### src/rtl/rs_alloc_issue_ctrl.sv
// rs_alloc_issue_ctrl: reservation-station allocate/issue controller.
// Tracks entry occupancy and the relative age of entries, grants up to
// ALLOC_W allocations per cycle to the lowest free slots, and issues up
// to ISSUE_W ready entries per cycle, oldest first, via registered outputs.
// Optional feature macro: RS_OCC_STATS_EN adds occupancy count/peak ports.
module rs_alloc_issue_ctrl #(
  parameter int N_ENT   = 8,
  parameter int IDX_W   = 3,
  parameter int ALLOC_W = 2,
  parameter int ISSUE_W = 2
) (
  input  logic                       clk,
  input  logic                       rst,
  input  logic                       flush,
  input  logic [ALLOC_W-1:0]         alloc_req,
  output logic [ALLOC_W-1:0]         alloc_gnt,
  output logic [ALLOC_W*IDX_W-1:0]   alloc_idx,
  output logic                       rs_full,
  input  logic [N_ENT-1:0]           rdy_in,
  input  logic                       issue_stall,
  output logic [ISSUE_W-1:0]         issue_vld,
  output logic [ISSUE_W*IDX_W-1:0]   issue_idx,
  output logic [N_ENT-1:0]           busy
`ifdef RS_OCC_STATS_EN
  ,
  output logic [IDX_W:0]             occ_cnt,
  output logic [IDX_W:0]             occ_peak
`endif
);

  localparam int CNT_W = IDX_W + 1;

  logic [N_ENT-1:0]             busy_q;
  logic [N_ENT-1:0]             busy_d;
  logic [N_ENT-1:0][N_ENT-1:0]  older_q;
  logic [N_ENT-1:0][N_ENT-1:0]  older_d;
  logic [N_ENT-1:0]             alloc_mask;
  logic [N_ENT-1:0]             sel_mask;
  logic [N_ENT-1:0]             issued_mask;
  logic [N_ENT-1:0]             survivors;
  logic [N_ENT-1:0]             remaining;
  logic [N_ENT-1:0]             prior;
  logic [CNT_W-1:0]             free_cnt;
  logic [IDX_W-1:0]             kth_free [ALLOC_W];
  logic                         chain;
  logic                         found;
  logic                         is_oldest;
  logic [ISSUE_W-1:0]           sel_vld;
  logic [ISSUE_W*IDX_W-1:0]     sel_idx;

  assign busy = busy_q;

  // Find the k lowest free slots and grant ports in order; a failed port blocks all higher ports
  always_comb begin
    free_cnt   = '0;
    alloc_gnt  = '0;
    alloc_idx  = '0;
    alloc_mask = '0;
    chain      = 1'b1;
    for (int k = 0; k < ALLOC_W; k++) begin
      kth_free[k] = '0;
    end
    for (int i = 0; i < N_ENT; i++) begin
      if (!busy_q[i]) begin
        for (int k = 0; k < ALLOC_W; k++) begin
          if (free_cnt == CNT_W'(k)) begin
            kth_free[k] = IDX_W'(i);
          end
        end
        free_cnt = free_cnt + CNT_W'(1);
      end
    end
    for (int k = 0; k < ALLOC_W; k++) begin
      alloc_gnt[k] = chain && alloc_req[k] && !flush && (free_cnt > CNT_W'(k));
      chain        = alloc_gnt[k];
      if (alloc_gnt[k]) begin
        alloc_idx[k*IDX_W +: IDX_W] = kth_free[k];
        for (int i = 0; i < N_ENT; i++) begin
          if (kth_free[k] == IDX_W'(i)) begin
            alloc_mask[i] = 1'b1;
          end
        end
      end
    end
  end

  // Full whenever fewer slots are free than one cycle's worth of allocation ports
  always_comb begin
    rs_full = (free_cnt < CNT_W'(ALLOC_W));
  end

  // Pick the oldest ready entry per issue port, removing each winner before the next port looks
  always_comb begin
    remaining = busy_q & rdy_in;
    sel_mask  = '0;
    sel_vld   = '0;
    sel_idx   = '0;
    found     = 1'b0;
    is_oldest = 1'b0;
    for (int p = 0; p < ISSUE_W; p++) begin
      found = 1'b0;
      for (int i = 0; i < N_ENT; i++) begin
        if (!found && remaining[i]) begin
          is_oldest = 1'b1;
          for (int j = 0; j < N_ENT; j++) begin
            if (j != i && remaining[j] && older_q[j][i]) begin
              is_oldest = 1'b0;
            end
          end
          if (is_oldest) begin
            found                       = 1'b1;
            sel_vld[p]                  = 1'b1;
            sel_idx[p*IDX_W +: IDX_W]   = IDX_W'(i);
            sel_mask[i]                 = 1'b1;
          end
        end
      end
      remaining = remaining & ~sel_mask;
    end
  end

  // Next occupancy and age: a new entry is younger than every survivor and every lower-port grant
  always_comb begin
    issued_mask = issue_stall ? '0 : sel_mask;
    survivors   = busy_q & ~issued_mask;
    busy_d      = survivors | alloc_mask;
    older_d     = older_q;
    prior       = '0;
    for (int k = 0; k < ALLOC_W; k++) begin
      for (int i = 0; i < N_ENT; i++) begin
        if (alloc_gnt[k] && kth_free[k] == IDX_W'(i)) begin
          older_d[i] = '0;
          for (int j = 0; j < N_ENT; j++) begin
            older_d[j][i] = survivors[j] | prior[j];
          end
          prior[i] = 1'b1;
        end
      end
    end
  end

  // State and issue registers; flush clears everything ahead of allocation and issue
  always_ff @(posedge clk or posedge rst) begin
    if (rst) begin
      busy_q    <= '0;
      older_q   <= '0;
      issue_vld <= '0;
      issue_idx <= '0;
    end else if (flush) begin
      busy_q    <= '0;
      older_q   <= '0;
      issue_vld <= '0;
      issue_idx <= '0;
    end else begin
      busy_q  <= busy_d;
      older_q <= older_d;
      if (issue_stall) begin
        issue_vld <= '0;
        issue_idx <= '0;
      end else begin
        issue_vld <= sel_vld;
        issue_idx <= sel_idx;
      end
    end
  end

`ifdef RS_OCC_STATS_EN
  logic [CNT_W-1:0] occ_d;

  // Population count of the occupancy that will be registered at the next edge
  always_comb begin
    occ_d = '0;
    for (int i = 0; i < N_ENT; i++) begin
      if (busy_d[i]) begin
        occ_d = occ_d + CNT_W'(1);
      end
    end
  end

  // Occupancy count tracks busy; peak holds the high-water mark since reset or flush
  always_ff @(posedge clk or posedge rst) begin
    if (rst) begin
      occ_cnt  <= '0;
      occ_peak <= '0;
    end else if (flush) begin
      occ_cnt  <= '0;
      occ_peak <= '0;
    end else begin
      occ_cnt  <= occ_d;
      occ_peak <= (occ_d > occ_peak) ? occ_d : occ_peak;
    end
  end
`endif

endmodule

### config.mk
export PLATFORM = sky130hd
export DESIGN_NAME = rs_alloc_issue_ctrl
export DESIGN_NICKNAME = d
export VERILOG_FILES = /design/src/rtl/rs_alloc_issue_ctrl.sv
export SDC_FILE = /design/constraint.sdc
export NUM_CORES = 1
export LEC_CHECK = 0
export BUFFER_PORTS_ARGS = -buffer_cell sky130_fd_sc_hd__buf_2
export CAP_MARGIN = 20
export CORE_ASPECT_RATIO = 1.5
export CORE_MARGIN = 1.5
export CORE_UTILIZATION = 26
export CTS_CLUSTER_DIAMETER = 60
export DETAILED_ROUTE_END_ITERATION = 10
export REMOVE_ABC_BUFFERS = 1
export SYNTH_ARGS = -nofsm -noshare
export SYNTH_HDL_FRONTEND = slang
export SYNTH_SLANG_ARGS = --single-unit
### constraint.sdc
create_clock -name clk -period 7.5 [get_ports clk]
set_input_delay 1.875 -clock clk [delete_from_list [all_inputs] [get_ports clk]]
set_output_delay 1.875 -clock clk [all_outputs]
set_load 0.01 [all_outputs]
==> summary.md, run 1 <==
| Metric | Value |
|---|---|
| Clock-pin transition on the worst setup and hold timing paths | 60 ps |
| Die H | 187 um |
| Slack of the worst reg-to-reg path | 960 ps |
| First-pass GRT wire length | 39200 um |
| Setup CP Type | flip-flop to output pin |
| Share of layout cells above drive strength 1 | 0.186 |
| Routed Antenna Nets | 0 |
| Hold path depth | 2 |
| Post-synth ARST share | 1.00 |
| Final slew viol count | 0 |
| Placed wire-length estimate | 20200 um |
| Vias | 6219 |
| CTS tree | done |
| Final setup fails | 0 |
| Fmax | 140 MHz |
| Routed Wire Length | 26100 um |
| Hold Vio Cnt, Final | 0 |
| Startpoint types | flip-flop |
| DRT iter0 DRCs | 792 |
| Sequential area share after synthesis | 0.307 |
| DRC viols | 0 |
| Crit. End Element | output pin |
| Row count | 67 |
| Worst path arrival time | 5280 ps |
| Initial antenna violation count | 0 |
| MaxCap Viol Count | 0 |
| Core area | 0.0222 mm^2 |
| FF+latch area | 0.00180 mm^2 |
| First-pass DRT Iterations | 6 |
| Horiz. Die Dim | 126 um |
| WL per Instance | 25.7 um |
| Crit. Startpoint | busy[1] |
| Total gr overflow | 0 |
| R2R depth | 27 |
| DR vias/cell | 6.12 |
| Synthesized area per cell | 8.47 um^2 |
| Ys Warns | 0 |
| Worst-margin pin slew | 1000 ps |
| Cts hold-fix bufs | 0 |
| Placed cell areas | 0.00643 mm^2 |
| Synth Register Bits | 72 |
| Period minus WS final | 7150 ps |
| CTS H-tree lvls | 3 |
| Setup tns final | 0 ps |
| Capturing point of the worst reg2reg path | older_q[16] |
| Clk Tree Root Cell | clkbuf_16 |
| Most common cell after layout, fill and taps aside | dfrtp_1 |
| Synth Instances | 693 |
| Worst reg2reg startpoint | busy[1] |
| Worst EP required | 5620 ps |
| Area grow syn2layout | 16.4% |
| Post-route cell area | 0.00683 mm^2 |
| Hold Path Class | flip-flop to flip-flop |
| Die Area | 0.0235 mm^2 |
| Diodes inserted | 0 |
| Deepest clock path buffer count | 2 |
| GRT Total Usage | 0.222 |
| Final net count | 769 |
| CTS buffer count | 9 |
| Netlist area before placement | 0.00587 mm^2 |
| Max Fanout on Critical Path | 16 |
| Starting Density | 0.264 |
| Hold slack | 507 ps |
| Area occupied by multi-input gates | 0.00383 mm^2 |
| Filler instances | 2324 |
| Final Wtd Congestion | 0.999 |
| Ys flop type | dfrtp_1 |
| Clock Sinks | 72 |
| IO Pins | 39 |
| Final worst path period share | 0.954 |
| Status | complete, no violations |
| Unrepaired setup endpoints after global routing | no |
| Clock Skew | 8.09 ps |
| Most frequent cells in the layout | dfrtp_1, nand3_1, nand2_1, nor2_1, a21oi_1 |
| Vias in the first global route | 6158 |
| Clock latency on the worst-skew pair | 350 ps |
| Pin count of the biggest net entering global routing | 73 |
| I/O Buffers | 38 |
| Slew margin rel. | 0.332 |
| CP Capture Point | alloc_idx[5] |
| Distinct cells, synth | 105 |
| Number of synthesized flops with an enable pin | 0 |
## critical path, stage by stage (launching register included)
cell      delay, ps
dfrtp_1         350
inv_1            60
ha_1            250
nand2b_1        180
and2_1          170
ha_1            310
nor2b_1         150
a21o_1          180
ha_1            340
mux2i_2         250
nand2_1         120
ha_1            310
nor2_1          140
a31oi_2          80
ha_1            390
mux2i_4         210
inv_1            80
ha_1            290
nor2_1          140
a32oi_2         120
o311ai_2        370
buf_6           220
a21oi_1          50
buf_2           160
## sequential cells by signal, summed over array words and instances (netlist names)
| signal | cells |
|---|---|
| busy | 8 |
| issue_vld | 2 |
| issue_idx | 6 |
| older_q | 56 |
## what timing repair did
action | CTS | global route
setup buffers | 0 | 2
gates resized for setup | 0 | 7
endpoints found under the setup margin | 0 | 7
## kinds of logic (layout without fill, tap and decap cells)
logic type	count (synthesis)	count (layout)	synth area share
flip-flops	72	72	0.307
multiplexers	2	2	0.00341
AO/OA/AOI/OAI	197	197	0.255
XOR/XNOR	15	15	0.0390
adder cells (fa/ha/maj)	19	19	0.0405
AND/OR/NAND/NOR	329	329	0.310
buffers and inverters	59	107	0.0452
## stage by stage
step / instances / util / worst slack (ps)
2_1_floorplan: 660 / - / 436
3_3_place_gp: 999 / 0.289 / 569
3_5_place_dp: 999 / 0.289 / 483
4_1_cts: 1015 / 0.305 / 85.2
5_1_grt: 1017 / 0.308 / 38.4
6_report: 1017 / 0.308 / 345
## synthesized netlist by cell type (4+ instances only)
master | n | share of area
a32o_1 | 7 | 0.012
buf_2 | 15 | 0.013
and3_1 | 17 | 0.018
nand2b_1 | 9 | 0.0096
and2_1 | 9 | 0.0096
nor3_1 | 23 | 0.020
a31oi_1 | 9 | 0.0096
and4_1 | 4 | 0.0060
a22oi_1 | 8 | 0.010
inv_1 | 24 | 0.015
nor2b_1 | 10 | 0.011
dfrtp_1 | 72 | 0.31
nor2_1 | 53 | 0.034
a21oi_1 | 40 | 0.034
o22ai_1 | 6 | 0.0064
or3_1 | 6 | 0.0064
a21o_1 | 4 | 0.0051
o21ai_0 | 39 | 0.033
ha_1 | 19 | 0.041
nand3_1 | 66 | 0.056
nand4_1 | 14 | 0.015
xnor2_1 | 6 | 0.0090
clkbuf_1 | 11 | 0.0070
nor4_1 | 14 | 0.015
a221oi_1 | 4 | 0.0060
o31ai_1 | 5 | 0.0064
a22o_1 | 5 | 0.0075
a32oi_1 | 6 | 0.0090
nand2_1 | 65 | 0.042
a211oi_1 | 8 | 0.010
buf_4 | 4 | 0.0051
or4_1 | 6 | 0.0077
## worst min-delay path by stage
stage | start | to | slack, ps
after floorplan | older_q[21] | older_q[21] | 470
after global placement | older_q[56] | older_q[56] | 480
after detailed placement | older_q[56] | older_q[56] | 490
after CTS | older_q[56] | older_q[56] | 500
after global routing | older_q[56] | older_q[56] | 550
final | older_q[56] | older_q[56] | 510
## final cells by class
| type | count | share of cell area |
|---|---|---|
| multi-input combinational | 562 | 0.561 |
| timing repair buffer | 65 | 0.0580 |
| clock buffer | 11 | 0.0370 |
| tap | 276 | 0.0505 |
| inverter | 26 | 0.0146 |
| clock inverter | 5 | 0.0150 |
| sequential | 72 | 0.264 |
## routing by layer
metal  GRT usage  routed length (um)  vias to the layer above  part of all wire
li1            -                   -                     2718                 -
met1       0.241                9280                     3034              0.36
met2       0.389               13100                      347              0.50
met3      0.0318                1610                      120             0.062
met4       0.166                2150                        0             0.082
met5           0                   0                        -                 0
Power of run 1 is left out: the tool's default activity adds up to more than one toggle a clock period on the data nets, which glitch-free logic cannot reach.
==> run 2, diff against run 1 <==
--- a/config.mk
+++ b/config.mk
@@ -16,3 +16,4 @@
 export SYNTH_ARGS = -nofsm -noshare
 export SYNTH_HDL_FRONTEND = slang
 export SYNTH_SLANG_ARGS = --single-unit
+export TNS_END_PERCENT = 1
==> constraint.sdc (replaced) <==
create_clock -name clk -period 7.91 [get_ports clk]
set_input_delay 1.9775 -clock clk [delete_from_list [all_inputs] [get_ports clk]]
set_output_delay 1.9775 -clock clk [all_outputs]
set_load 0.01 [all_outputs]
==> run 2 against run 1 <==
Effect of this change:
- routed wire length shrank 3.6%
- first-iteration DRC count shrank 4.5%
- core utilization down 0.54 points
- largest cell class unchanged
- non-clock buffer count fell by 6
- clock skew grew 2.3 ps
- via count decreased by 0.82%
- global-route usage decreased by 0.96 points
- die area unchanged
- register-to-register slack better by 410 ps
- count of clock-buffer cells in the layout fell by 2
- flip-flop and latch count unchanged
- final cell count is 0.59% lower
==> summary.md, run 2 (synthesis results as in run 1) <==
| Metric | Value |
|---|---|
| Worst path arrival time | 5520 ps |
| Diodes inserted | 0 |
| Most frequent cells in the layout | dfrtp_1, nand3_1, nand2_1, nor2_1, a21oi_1 |
| Share of layout cells above drive strength 1 | 0.176 |
| DR vias/cell | 6.10 |
| Crit-path max cell delay | 400 ps |
| DRC viols | 0 |
| DRT iter0 DRCs | 756 |
| Final net count | 763 |
| Routed Wire Length | 25200 um |
| Starting Density | 0.264 |
| Clock Skew | 10.4 ps |
| Clock-pin transition on the worst setup and hold timing paths | 70 ps |
| Max Fanout on Critical Path | 16 |
| Setup tns final | 0 ps |
| Status | complete, no violations |
| Hold Path Class | flip-flop to flip-flop |
| Routed Antenna Nets | 0 |
| CP Cell Sequence | inv_1 > ha_1 > xnor2_2 > ha_1 > nor2b_1 > a21o_1 > ha_1 > mux2i_1 > nand2_1 > ha_1 > nor2_1 > a31oi_1 > ha_1 > mux2i_1 > inv_1 > ha_1 > nor2_1 > a32oi_2 > o41ai_4 > buf_4 > a21oi_1 > buf_2 |
| Unrepaired setup endpoints after global routing | no |
| Initial antenna violation count | 0 |
| MaxCap Viol Count | 0 |
| Die H | 187 um |
| Worst-margin pin slew | 1010 ps |
| Total gr overflow | 0 |
| Row count | 67 |
| I/O Buffers | 38 |
| Most common cell after layout, fill and taps aside | dfrtp_1 |
| Slowest CP cell | ha_1 |
| Cts hold-fix bufs | 0 |
| Clock Sinks | 72 |
| Final setup fails | 0 |
| GRT Total Usage | 0.213 |
| CP bufs+invs | 4 |
| CTS H-tree lvls | 3 |
| Vias in the first global route | 6164 |
| Horiz. Die Dim | 126 um |
| Pin count of the biggest net entering global routing | 73 |
| CTS tree | done |
| Die Area | 0.0235 mm^2 |
| Final worst path period share | 0.947 |
| Filler instances | 2362 |
| Worst path most repeated cell | ha_1 |
| Period minus WS final | 7490 ps |
| First-pass DRT Iterations | 5 |
| Placed wire-length estimate | 19400 um |
| Most flop-heavy register | older_q |
| Setup CP Type | flip-flop to output pin |
| Startpoint types | flip-flop |
| First-pass GRT wire length | 38000 um |
| Clk Tree Root Cell | clkbuf_16 |
| Area grow syn2layout | 14.4% |
| Fmax | 133 MHz |
| Worst EP required | 5930 ps |
| Hold Vio Cnt, Final | 0 |
| Deepest clock path buffer count | 2 |
| Max FFs per register | 56 |
| Crit path max-delay family | adder cells |
| Vias | 6168 |
| IO Pins | 39 |
| Final Wtd Congestion | 0.977 |
| Core area | 0.0222 mm^2 |
| Clock latency on the worst-skew pair | 340 ps |
| Crit. End Element | output pin |
| WL per Instance | 24.9 um |
| Final slew viol count | 0 |
| CTS buffer count | 9 |
| Slew margin rel. | 0.327 |
[run 2: cell count changes in the layout (fill, tap and decap cells not counted), sizes merged]
cell    change
bufinv      -2
clkinv      +2
inv         +2
clkbuf      -2
buf         -6
[run 2: path summary, 6_finish.rpt]
path	startpoint	to	slack, ps	cells after the start
setup reg to reg	busy[1]	older_q[16]	1370	25
setup / recovery	busy[1]	alloc_idx[1]	420	22
hold / removal	older_q[56]	older_q[56]	510	2
max in group asynchronous	rst	older_q[61]	5320	3
min in group asynchronous	rst	older_q[25]	1900	3
hold reg to reg	older_q[56]	older_q[56]	510	2
[run 2: timing repair]
action | CTS | global route
gates resized for setup | 0 | 2
endpoints found under the setup margin | 0 | 6
buffers inserted | 0 | 0
[run 2: routing by layer]
metal	part of all wire	global-route usage
met2	0.50	0.371
met3	0.062	0.0289
met5	0	0
met1	0.36	0.236
met4	0.075	0.149
[run 2: layout make-up]
type / instances / area [um^2] / area share
flip-flops and latches: 72 / 1800 / 0.268
clock inverters: 7 / 77.6 / 0.0116
well taps: 276 / 345 / 0.0514
multi-input cells: 562 / 3820 / 0.568
inverters: 26 / 100 / 0.0149
repair buffers: 59 / 348 / 0.0518
clock buffers: 9 / 225 / 0.0335
[run 2: worst min-delay path, stage by stage (launching register included)]
cell and delay (ps):
dfrtp_1 350, nand3_1 60, o21ai_1 70
[run 2: per-stage QoR]
step	worst slack [ps]	util	instance area, um^2	hold slack [ps]	instances
2_1_floorplan	744	-	5700	466	660
3_3_place_gp	797	0.288	6400	490	995
3_5_place_dp	667	0.288	6400	502	995
4_1_cts	278	0.302	6700	515	1011
5_1_grt	23.4	0.302	6720	551	1011
6_report	417	0.302	6720	512	1011
Power of run 2 is left out for the same reason.
==> run 3, diff against run 2 <==
--- a/config.mk
+++ b/config.mk
@@ -5,6 +5,7 @@
 export SDC_FILE = /design/constraint.sdc
 export NUM_CORES = 1
 export LEC_CHECK = 0
+export ABC_AREA = 1
 export BUFFER_PORTS_ARGS = -buffer_cell sky130_fd_sc_hd__buf_2
 export CAP_MARGIN = 20
 export CORE_ASPECT_RATIO = 1.5
==> run 3 against run 2 <==
Effect of this change:
- first-iteration DRC count fell by 32%
- critical path depth rose by 7
- synthesized cell count rose by 32%
- final area rose by 4.6%
- register-to-register slack improved by 330 ps
- largest cell class unchanged
- global-route usage fell by 0.51 points
- via count rose by 6.6%
- final cell count rose by 27%
- area after synthesis rose by 5.9%
- hold slack got worse by 15 ps
==> summary.md, run 3 <==
| Metric | Value |
|---|---|
| Share of layout cells above drive strength 1 | 0.176 |
| MaxCap Viol Count | 0 |
| Number of synthesized flops with an enable pin | 0 |
| CTS tree | done |
| Vias in the first global route | 6273 |
| Synth Register Bits | 72 |
| Clock latency on the worst-skew pair | 350 ps |
| Initial antenna violation count | 0 |
| Slew margin rel. | 0.335 |
| Worst-margin pin slew | 997 ps |
| I/O Buffers | 38 |
| Final slew viol count | 0 |
| Synth area leaders | dfrtp_1, nand2_1, nand3_1 |
| Most common cell after layout, fill and taps aside | nand2_1 |
| DR vias/cell | 5.14 |
| Cts hold-fix bufs | 0 |
| Placed wire-length estimate | 19800 um |
| DRT iter0 DRCs | 513 |
| Ys Warns | 0 |
| Die Area | 0.0249 mm^2 |
| IO Pins | 39 |
| CTS H-tree lvls | 3 |
| Clock Sinks | 72 |
| Slack of the worst reg-to-reg path | 1700 ps |
| DRC viols | 0 |
| Synth Instances | 916 |
| Horiz. Die Dim | 129 um |
| Post-CTS Setup Bufs | 0 |
| Hold Vio Cnt, Final | 0 |
| Startpoint types | flip-flop |
| Area occupied by multi-input gates | 0.00383 mm^2 |
| Leading area contributor after synthesis | dfrtp_1 |
| Top cell type's share of synthesized area | 0.290 |
| Setup tns final | 0 ps |
| Unrepaired setup endpoints after global routing | no |
| Ys flop type | dfrtp_1 |
| Distinct cells, synth | 55 |
| Deepest clock path buffer count | 2 |
| First-pass DRT Iterations | 5 |
| Post-synth ARST share | 1.00 |
| Most numerous cell in the Yosys netlist | nand2_1 |
| Die H | 192 um |
| Slowest CP cell | dfrtp_1 |
| Final net count | 988 |
| Final Wtd Congestion | 0.954 |
| GRT Total Usage | 0.208 |
| Netlist area before placement | 0.00622 mm^2 |
| Most frequent cells in the layout | nand2_1, inv_1, nand3_1, nor2_1, dfrtp_1 |
| Max FFs per register | 56 |
| Synthesized area per cell | 6.79 um^2 |
| Hold Path Class | flip-flop to flip-flop |
| Crit-path max cell delay | 530 ps |
| Status | complete, no violations |
| Final worst path period share | 0.947 |
| Routed Antenna Nets | 0 |
| Worst path arrival time | 5510 ps |
| Filler instances | 2562 |
| FF+latch area | 0.00180 mm^2 |
| Clock-pin transition on the worst setup and hold timing paths | 70 ps |
| CTS buffer count | 9 |
| Final setup fails | 0 |
| Area grow syn2layout | 12.9% |
| Row count | 69 |
| WL per Instance | 19.6 um |
| Total gr overflow | 0 |
| Worst EP required | 5930 ps |
| Max Fanout on Critical Path | 10 |
| Non-filler cells, final | 1279 |
| Vias | 6577 |
| Top cells by count, synth | nand2_1, inv_1, nand3_1 |
| Core area | 0.0236 mm^2 |
| Routed Wire Length | 25100 um |
| Pin count of the biggest net entering global routing | 73 |
| Most flop-heavy register | older_q |
| First-pass GRT wire length | 37400 um |
| Period minus WS final | 7490 ps |
| Diodes inserted | 0 |
| Cells after DPL | 1263 |
| Clk Tree Root Cell | clkbuf_16 |
| Setup CP Type | flip-flop to output pin |
| Starting Density | 0.264 |
| Post_cts resized | 0 |
| Post-Route Utilization | 0.298 |
| Clock Skew | 11.7 ps |
| Fmax | 134 MHz |
| Crit. End Element | output pin |
| Sequential area share after synthesis | 0.290 |
## run 3: cells by family (layout without fill, tap and decap cells)
logic type,Yosys count,in the layout,synth area share
AND/OR/NAND/NOR,558,558,0.448
flip-flops,72,72,0.290
XOR/XNOR,6,6,0.0163
AO/OA/AOI/OAI,119,119,0.114
buffers and inverters,142,186,0.0936
adder cells (fa/ha/maj),19,19,0.0382
## run 3: layer usage
layer | vias up | track usage | wire length, um
li1 | 3054 | - | -
met5 | - | 0 | 0
met1 | 3118 | 0.207 | 8400
met4 | 0 | 0.185 | 2570
met3 | 96 | 0.0291 | 1470
met2 | 309 | 0.371 | 12700
## run 3: area by class of cell
type / instances / area share
Clock inverter: 7 / 0.00926
Tap cell: 319 / 0.0568
Multi-Input combinational cell: 702 / 0.546
Clock buffer: 9 / 0.0321
Sequential cell: 72 / 0.257
Timing Repair Buffer: 39 / 0.0281
Inverter: 131 / 0.0711
## run 3: path summary, 6_finish.rpt
check | from | to | cells after the start
setup / recovery | busy[0] | alloc_idx[4] | 29
hold / removal | older_q[11] | older_q[11] | 2
setup reg to reg | busy[0] | older_q[56] | 34
hold reg to reg | older_q[11] | older_q[11] | 2
max in group asynchronous | rst | older_q[29] | 3
min in group asynchronous | rst | issue_vld[1] | 3
## run 3: stage by stage
step	setup WS, ps	hold slack, ps	cell area (um^2)
floorplan	1220	449	6140
global placement	965	479	6730
detailed placement	812	481	6730
CTS	414	499	7020
global route	146	522	7020
finish	422	497	7020
## run 3: critical path: cells and delay by family (launching register included)
kind,cells,cell delay (ps)
fa+ha+maj,6,1720
compound gates,5,690
flops,1,530
xor+xnor,1,110
simple gates,10,1460
buf+inv,7,620
Power of run 3 is left out for the same reason.
